File: src/rtl/stepper_phase_decoder_if.sv
`default_nettype none
// +--------------------------------------------------------------------+
// | stepper_phase_decoder_if : coil observation and motion report bus    |
// | Rev 1.0                                                            |
// +--------------------------------------------------------------------+
interface stepper_phase_decoder_if #(
  parameter int POS_WIDTH = 16
);
  logic [3:0]           coils;
  logic                 clear;
  logic                 step_pulse;
  logic                 dir;
  logic [POS_WIDTH-1:0] position;
  logic                 locked;
  logic                 fault;

  modport master (
    output coils, clear,
    input  step_pulse, dir, position, locked, fault
  );

  modport slave (
    input  coils, clear,
    output step_pulse, dir, position, locked, fault
  );
endinterface
`default_nettype wire

File: src/rtl/stepper_phase_decoder.sv
`default_nettype none
// +--------------------------------------------------------------------+
// | stepper_phase_decoder : recovers step/dir/position from coil drive  |
// | Rev 1.0                                                            |
// +--------------------------------------------------------------------+
module stepper_phase_decoder #(
  parameter int POS_WIDTH  = 16,
  parameter int FILTER_LEN = 2
) (
  input  wire logic            system1000,
  input  wire logic            system1000_rstn,
  stepper_phase_decoder_if.slave bus
);

  typedef enum logic [1:0] {
    S_IDLE   = 2'd0,
    S_LOCKED = 2'd1,
    S_FAULT  = 2'd2
  } state_t;

  localparam logic [3:0]           c_filter_len = 4'(FILTER_LEN);
  localparam logic [POS_WIDTH-1:0] c_pos_one    = {{(POS_WIDTH-1){1'b0}}, 1'b1};

  logic [3:0]           r_sync1, r_sync2, r_prev, r_cnt, r_acc_pat;
  logic                 r_acc;
  logic                 w_changed, w_accept;
  logic [3:0]           w_cnt_next;

  state_t               r_state, w_state_next;
  logic [1:0]           r_phase, w_phase_next;
  logic [POS_WIDTH-1:0] r_position, w_position_next;
  logic                 r_dir, w_dir_next;
  logic                 r_step, w_step_next;
  logic                 w_is_phase, w_is_zero;
  logic [1:0]           w_idx;

  // Counter saturates at FILTER_LEN; acceptance fires only on the cycle it gets there.
  assign w_changed  = (r_sync2 != r_prev);
  assign w_cnt_next = w_changed ? 4'd1 :
                      (r_cnt >= c_filter_len) ? r_cnt : r_cnt + 4'd1;
  assign w_accept   = (w_cnt_next == c_filter_len) && (w_changed || (r_cnt != c_filter_len));

  always_ff @(posedge system1000 or negedge system1000_rstn) begin
    if (!system1000_rstn) begin
      r_sync1   <= 4'd0;
      r_sync2   <= 4'd0;
      r_prev    <= 4'd0;
      r_cnt     <= 4'd0;
      r_acc     <= 1'b0;
      r_acc_pat <= 4'd0;
    end else begin
      r_sync1   <= bus.coils;
      r_sync2   <= r_sync1;
      r_prev    <= r_sync2;
      r_cnt     <= w_cnt_next;
      r_acc     <= w_accept;
      r_acc_pat <= r_sync2;
    end
  end

  always_comb begin
    w_is_phase = 1'b1;
    w_idx      = 2'd0;
    case (r_acc_pat)
      4'b0001: w_idx = 2'd0;
      4'b0010: w_idx = 2'd1;
      4'b0100: w_idx = 2'd2;
      4'b1000: w_idx = 2'd3;
      default: w_is_phase = 1'b0;
    endcase
  end

  assign w_is_zero = (r_acc_pat == 4'd0);

  always_ff @(posedge system1000 or negedge system1000_rstn) begin
    if (!system1000_rstn) begin
      r_state    <= S_IDLE;
      r_phase    <= 2'd0;
      r_position <= '0;
      r_dir      <= 1'b0;
      r_step     <= 1'b0;
    end else begin
      r_state    <= w_state_next;
      r_phase    <= w_phase_next;
      r_position <= w_position_next;
      r_dir      <= w_dir_next;
      r_step     <= w_step_next;
    end
  end

  always_comb begin
    w_state_next    = r_state;
    w_phase_next    = r_phase;
    w_position_next = r_position;
    w_dir_next      = r_dir;
    w_step_next     = 1'b0;
    if (bus.clear) begin
      w_state_next    = S_IDLE;
      w_position_next = '0;
    end else if (r_acc) begin
      case (r_state)
        S_IDLE: begin
          if (w_is_phase) begin
            w_state_next = S_LOCKED;
            w_phase_next = w_idx;
          end else if (!w_is_zero) begin
            w_state_next = S_FAULT;
          end
        end
        S_LOCKED: begin
          if (w_is_zero) begin
            w_state_next = S_IDLE;
          end else if (!w_is_phase) begin
            w_state_next = S_FAULT;
          end else if (w_idx == r_phase + 2'd1) begin
            w_step_next     = 1'b1;
            w_dir_next      = 1'b1;
            w_position_next = r_position + c_pos_one;
            w_phase_next    = w_idx;
          end else if (w_idx == r_phase - 2'd1) begin
            w_step_next     = 1'b1;
            w_dir_next      = 1'b0;
            w_position_next = r_position - c_pos_one;
            w_phase_next    = w_idx;
          end else if (w_idx == r_phase + 2'd2) begin
            w_state_next = S_FAULT;
          end
          // Re-acceptance of the held phase (after a filtered glitch) is a no-op.
        end
        default: w_state_next = r_state;
      endcase
    end
  end

  assign bus.step_pulse = r_step;
  assign bus.dir        = r_dir;
  assign bus.position   = r_position;
  assign bus.locked     = (r_state == S_LOCKED);
  assign bus.fault      = (r_state == S_FAULT);

endmodule
`default_nettype wire

File: src/flat_wrapper.sv
// flat-port wrapper written by rule: the top's interface ports become plain ports
module stepper_phase_decoder_flat 
#(
  parameter int POS_WIDTH  = 16,
  parameter int FILTER_LEN = 2
)
  (system1000, system1000_rstn, bus_coils, bus_clear, bus_step_pulse, bus_dir, bus_position, bus_locked, bus_fault);
  stepper_phase_decoder_if #(.POS_WIDTH(POS_WIDTH)) bus_i ();
  input  wire logic system1000;
  input  wire logic system1000_rstn;
  input wire logic [$bits(bus_i.coils)-1:0] bus_coils;
  input wire logic [$bits(bus_i.clear)-1:0] bus_clear;
  output wire logic [$bits(bus_i.step_pulse)-1:0] bus_step_pulse;
  output wire logic [$bits(bus_i.dir)-1:0] bus_dir;
  output wire logic [$bits(bus_i.position)-1:0] bus_position;
  output wire logic [$bits(bus_i.locked)-1:0] bus_locked;
  output wire logic [$bits(bus_i.fault)-1:0] bus_fault;
  assign bus_i.coils = bus_coils;
  assign bus_i.clear = bus_clear;
  assign bus_step_pulse = bus_i.step_pulse;
  assign bus_dir = bus_i.dir;
  assign bus_position = bus_i.position;
  assign bus_locked = bus_i.locked;
  assign bus_fault = bus_i.fault;
  stepper_phase_decoder #(.POS_WIDTH(POS_WIDTH), .FILTER_LEN(FILTER_LEN)) u_core (.system1000(system1000), .system1000_rstn(system1000_rstn), .bus(bus_i));
endmodule
File: config.mk
export PLATFORM = sky130hd
export DESIGN_NAME = stepper_phase_decoder_flat
export DESIGN_NICKNAME = d
export VERILOG_FILES = /design/src/rtl/stepper_phase_decoder_if.sv /design/src/rtl/stepper_phase_decoder.sv /design/src/flat_wrapper.sv
export SDC_FILE = /design/constraint.sdc
export NUM_CORES = 1
export LEC_CHECK = 0
export CAP_MARGIN = 20
export CORE_MARGIN = 2
export CORE_UTILIZATION = 55
export CTS_CLUSTER_SIZE = 40
export DETAILED_ROUTE_END_ITERATION = 10
export PLACE_DENSITY = 0.76
export SYNTH_ARGS = -nofsm -noshare
export SYNTH_HDL_FRONTEND = slang
export SYNTH_SLANG_ARGS = --single-unit
export TNS_END_PERCENT = 20
File: constraint.sdc
create_clock -name system1000 -period 4 [get_ports system1000]
set_input_delay 0.4 -clock system1000 [delete_from_list [all_inputs] [get_ports system1000]]
set_output_delay 0.4 -clock system1000 [all_outputs]
set_load 0.02 [all_outputs]
==> metrics.yaml <==
status:
  status: "completed"
min_path:
  holdCritPathClass: "in2async"
logic_synthesis:
  ys_ff_latch: 39
  synth_mux_area_share_pct: 4.64
  synth_top_family_by_area: "simple AND/OR/NAND/NOR gates"
  synth-xor-area-share_pct: 7.04
  yosys.area_share.simple_pct: 19.6
  synth_edf_count: 0
  yosysTopAreaCellShare_pct: 37.3
  synthesis.nets: 286
  synth_compound_area_share_pct: 16.9
  synthTopCellsByArea: "dfrtp_1 37%, ha_1 8.6%, xnor2_1 5.7%"
  yosysSeqAreaShare_pct: 37.3
  yosys.area.top_type: "dfrtp_1"
  syn_area_mm2: 0.00261
  ys_warn_count: 0
  synthArstFlopShare_pct: 100
  synthCells: 260
  ys_types: 59
  synth_adder_area_share_pct: 9.38
  synthFlopType: "dfrtp_1"
  syn_avg_cell_area_um2: 10.1
global_routing:
  grtUsageTotal_pct: 19.6
  grt_antenna_before_repair: 0
  grt_pass1_vias: 1790
  grt_pass1_wl_mm: 8.22
  grt_start_max_net_pins: 40
  overflow: 0
worst_setup_path:
  start_kind: "register"
  cp.arrival_ps: 3750
  cp_slowest_cell: "dfrtp_1"
  endpoint_kind: "register"
  crit_buf_inv: 1
  crit_type: "reg2reg"
  cpMostUsedCell: "o21ai_0"
  critical-path-top-delay-family: "compound AO/OA/AOI/OAI gates"
  max_stage_delay_ps: 520
  crit_fanout: 13
  worstPathCellList: "o21ai_0 -> a31oi_4 -> a311oi_4 -> buf_4 -> ha_1 -> a21oi_1 -> o21ai_0 -> a21oi_2 -> nor2_1 -> or4_1 -> nand4_1"
  required_ps: 4220
detailed_routing:
  viasPerCell: 5.75
  wl_mm: 4.82
  ant_nets: 0
  wl_per_cell_um: 14.3
  via_count: 1938
  drtPass1Iterations: 4
  drtIter0Drc: 96
  drcViolationCount: 0
placed_design:
  numPortBuffers: 26
  place_inst: 329
  gp_congestion: 0.841
  place_hpwl_mm: 3.48
clock_tree:
  ctsResizeCount: 0
  cts-root-buf: "clkbuf_8"
  clock_sinks: 39
  numCtsBuffers: 5
  hold_buffers: 0
  cts_buffer_depth: 2
  post_cts_buffers: 0
  htree_levels: 2
  clk_latency_ps: 290
  clk_pin_slew_worst_paths_ps: 80
  cts_tree: "yes"
sta:
  finalHoldViolations: 0
  period_share_pct: 88.2
  tns_ps: 0
  setup_viol: 0
  hold_slack_ps: 209
  fmax_ghz: 0.284
  max-slew-margin-rel_pct: 42.4
  tightest_slew_ps: 864
  slew_violations: 0
  skew_ps: 5.94
  period_needed_ps: 3530
  rsz0062_at_grt: "no"
pwr:
  p_leak_nw: 1.29
  ir_drop_v: 0.000137
  powerDensity_mw_per_mm2: 311
finish:
  synthToLayoutAreaGrowth_pct: 12.8
  antenna_cells: 0
  fillers: 381
  layout-drive-gt1-share_pct: 7.77
  stdcell_count: 337
  final_nets: 308
run:
  maxCapViolations: 0
floorplan:
  die-area_mm2: 0.00532
  rows: 25
  die_w_um: 72.9
  fp.dieH_um: 72.9
  start_util_pct: 56.1
  ios: 27
  core_mm2: 0.00466
## final timing paths
kind | from | end | cells after the start | slack (ps)
min reg2reg | u_core.r_sync1[0] | u_core.r_sync2[0] | 0 | 350
max reg2reg | u_core.r_prev[2] | u_core.bus.position[15] | 11 | 470
min in group system1000 | u_core.r_sync1[0] | u_core.r_sync2[0] | 0 | 350
max | u_core.r_prev[2] | u_core.bus.position[15] | 11 | 470
max in group asynchronous | system1000_rstn | u_core.r_prev[0] | 1 | 3230
min | system1000_rstn | u_core.bus.step_pulse | 1 | 210
## metal layers
layer  GRT usage, %  wire [um]  vias up
met2           29.5       2190       35
met1           29.5       2450      921
li1               -          -      980
met4           4.94         19        0
met5              0          0        -
met3           3.31        160        2
## cells in the mapped netlist (3+ instances only)
master	count
dfrtp_1	39
nand2_1	13
a211oi_1	3
mux2i_1	11
nand2b_1	5
a21oi_1	18
inv_1	5
o21bai_1	3
a31oi_1	3
nor3_1	6
clkbuf_1	5
xor2_1	4
nor2_1	28
buf_6	3
nor2b_1	6
nand4_1	7
nor3b_1	3
o21ai_0	10
o211ai_1	3
ha_1	18
a21o_1	5
xnor2_1	17
## state kept, by name (all words and copies together) (netlist names)
name / flops
u_core.r_sync1: 4
u_core.r_phase: 2
u_core.bus.position: 16
u_core.r_cnt: 4
u_core.r_prev: 4
u_core.r_acc: 1
u_core.r_sync2: 4
u_core.r_state: 2
u_core.bus.dir: 1
u_core.bus.step_pulse: 1
## placed cells by master, fill, tap and decap left out, types with 6 or more instances in the layout
cell              n
clkdlybuf4s50_1  25
nor2_1           28
xnor2_1          17
mux2i_1          11
nor2b_1           6
o21ai_0          10
a21oi_1          18
dfrtp_1          39
ha_1             18
nor3_1            6
nand4_1           7
nand2_1          13
## metrics by stage
stage | utilization [%] | total power [mW] | setup WS, ps | area, um2
6_report | 63.3 | 0.918 | 473 | 2950
5_1_grt | 63.3 | 0.965 | 220 | 2950
4_1_cts | 63.3 | 0.929 | 507 | 2950
3_5_place_dp | 60.9 | 0.599 | 539 | 2840
3_3_place_gp | 60.9 | 0.594 | 647 | 2840
2_1_floorplan | - | 0.561 | 692 | 2610
## cell type report
type                       count  area, um2  area share, %
clock buffer                   5       68.8           2.33
clock inverter                 3       43.8           1.48
inverter                       5       18.8          0.636
multi-input combinational    203       1500           51.0
sequential                    39        976           33.1
tap                           54       67.6           2.29
timing repair buffer          28        270           9.16
## report_power, final
group	total [mW]	internal, mW	switching, mW
Clock	0.327	0.186	0.141
Sequential	0.424	0.407	0.0173
Combinational	0.167	0.0719	0.0955
## kinds of logic after synthesis
group | count (synthesis)
simple gates | 89
xor+xnor | 21
buf+inv | 18
flops | 39
mux | 12
fa+ha+maj | 19
compound gates | 62
No activity file was read; power rests on OpenSTA's default activity.
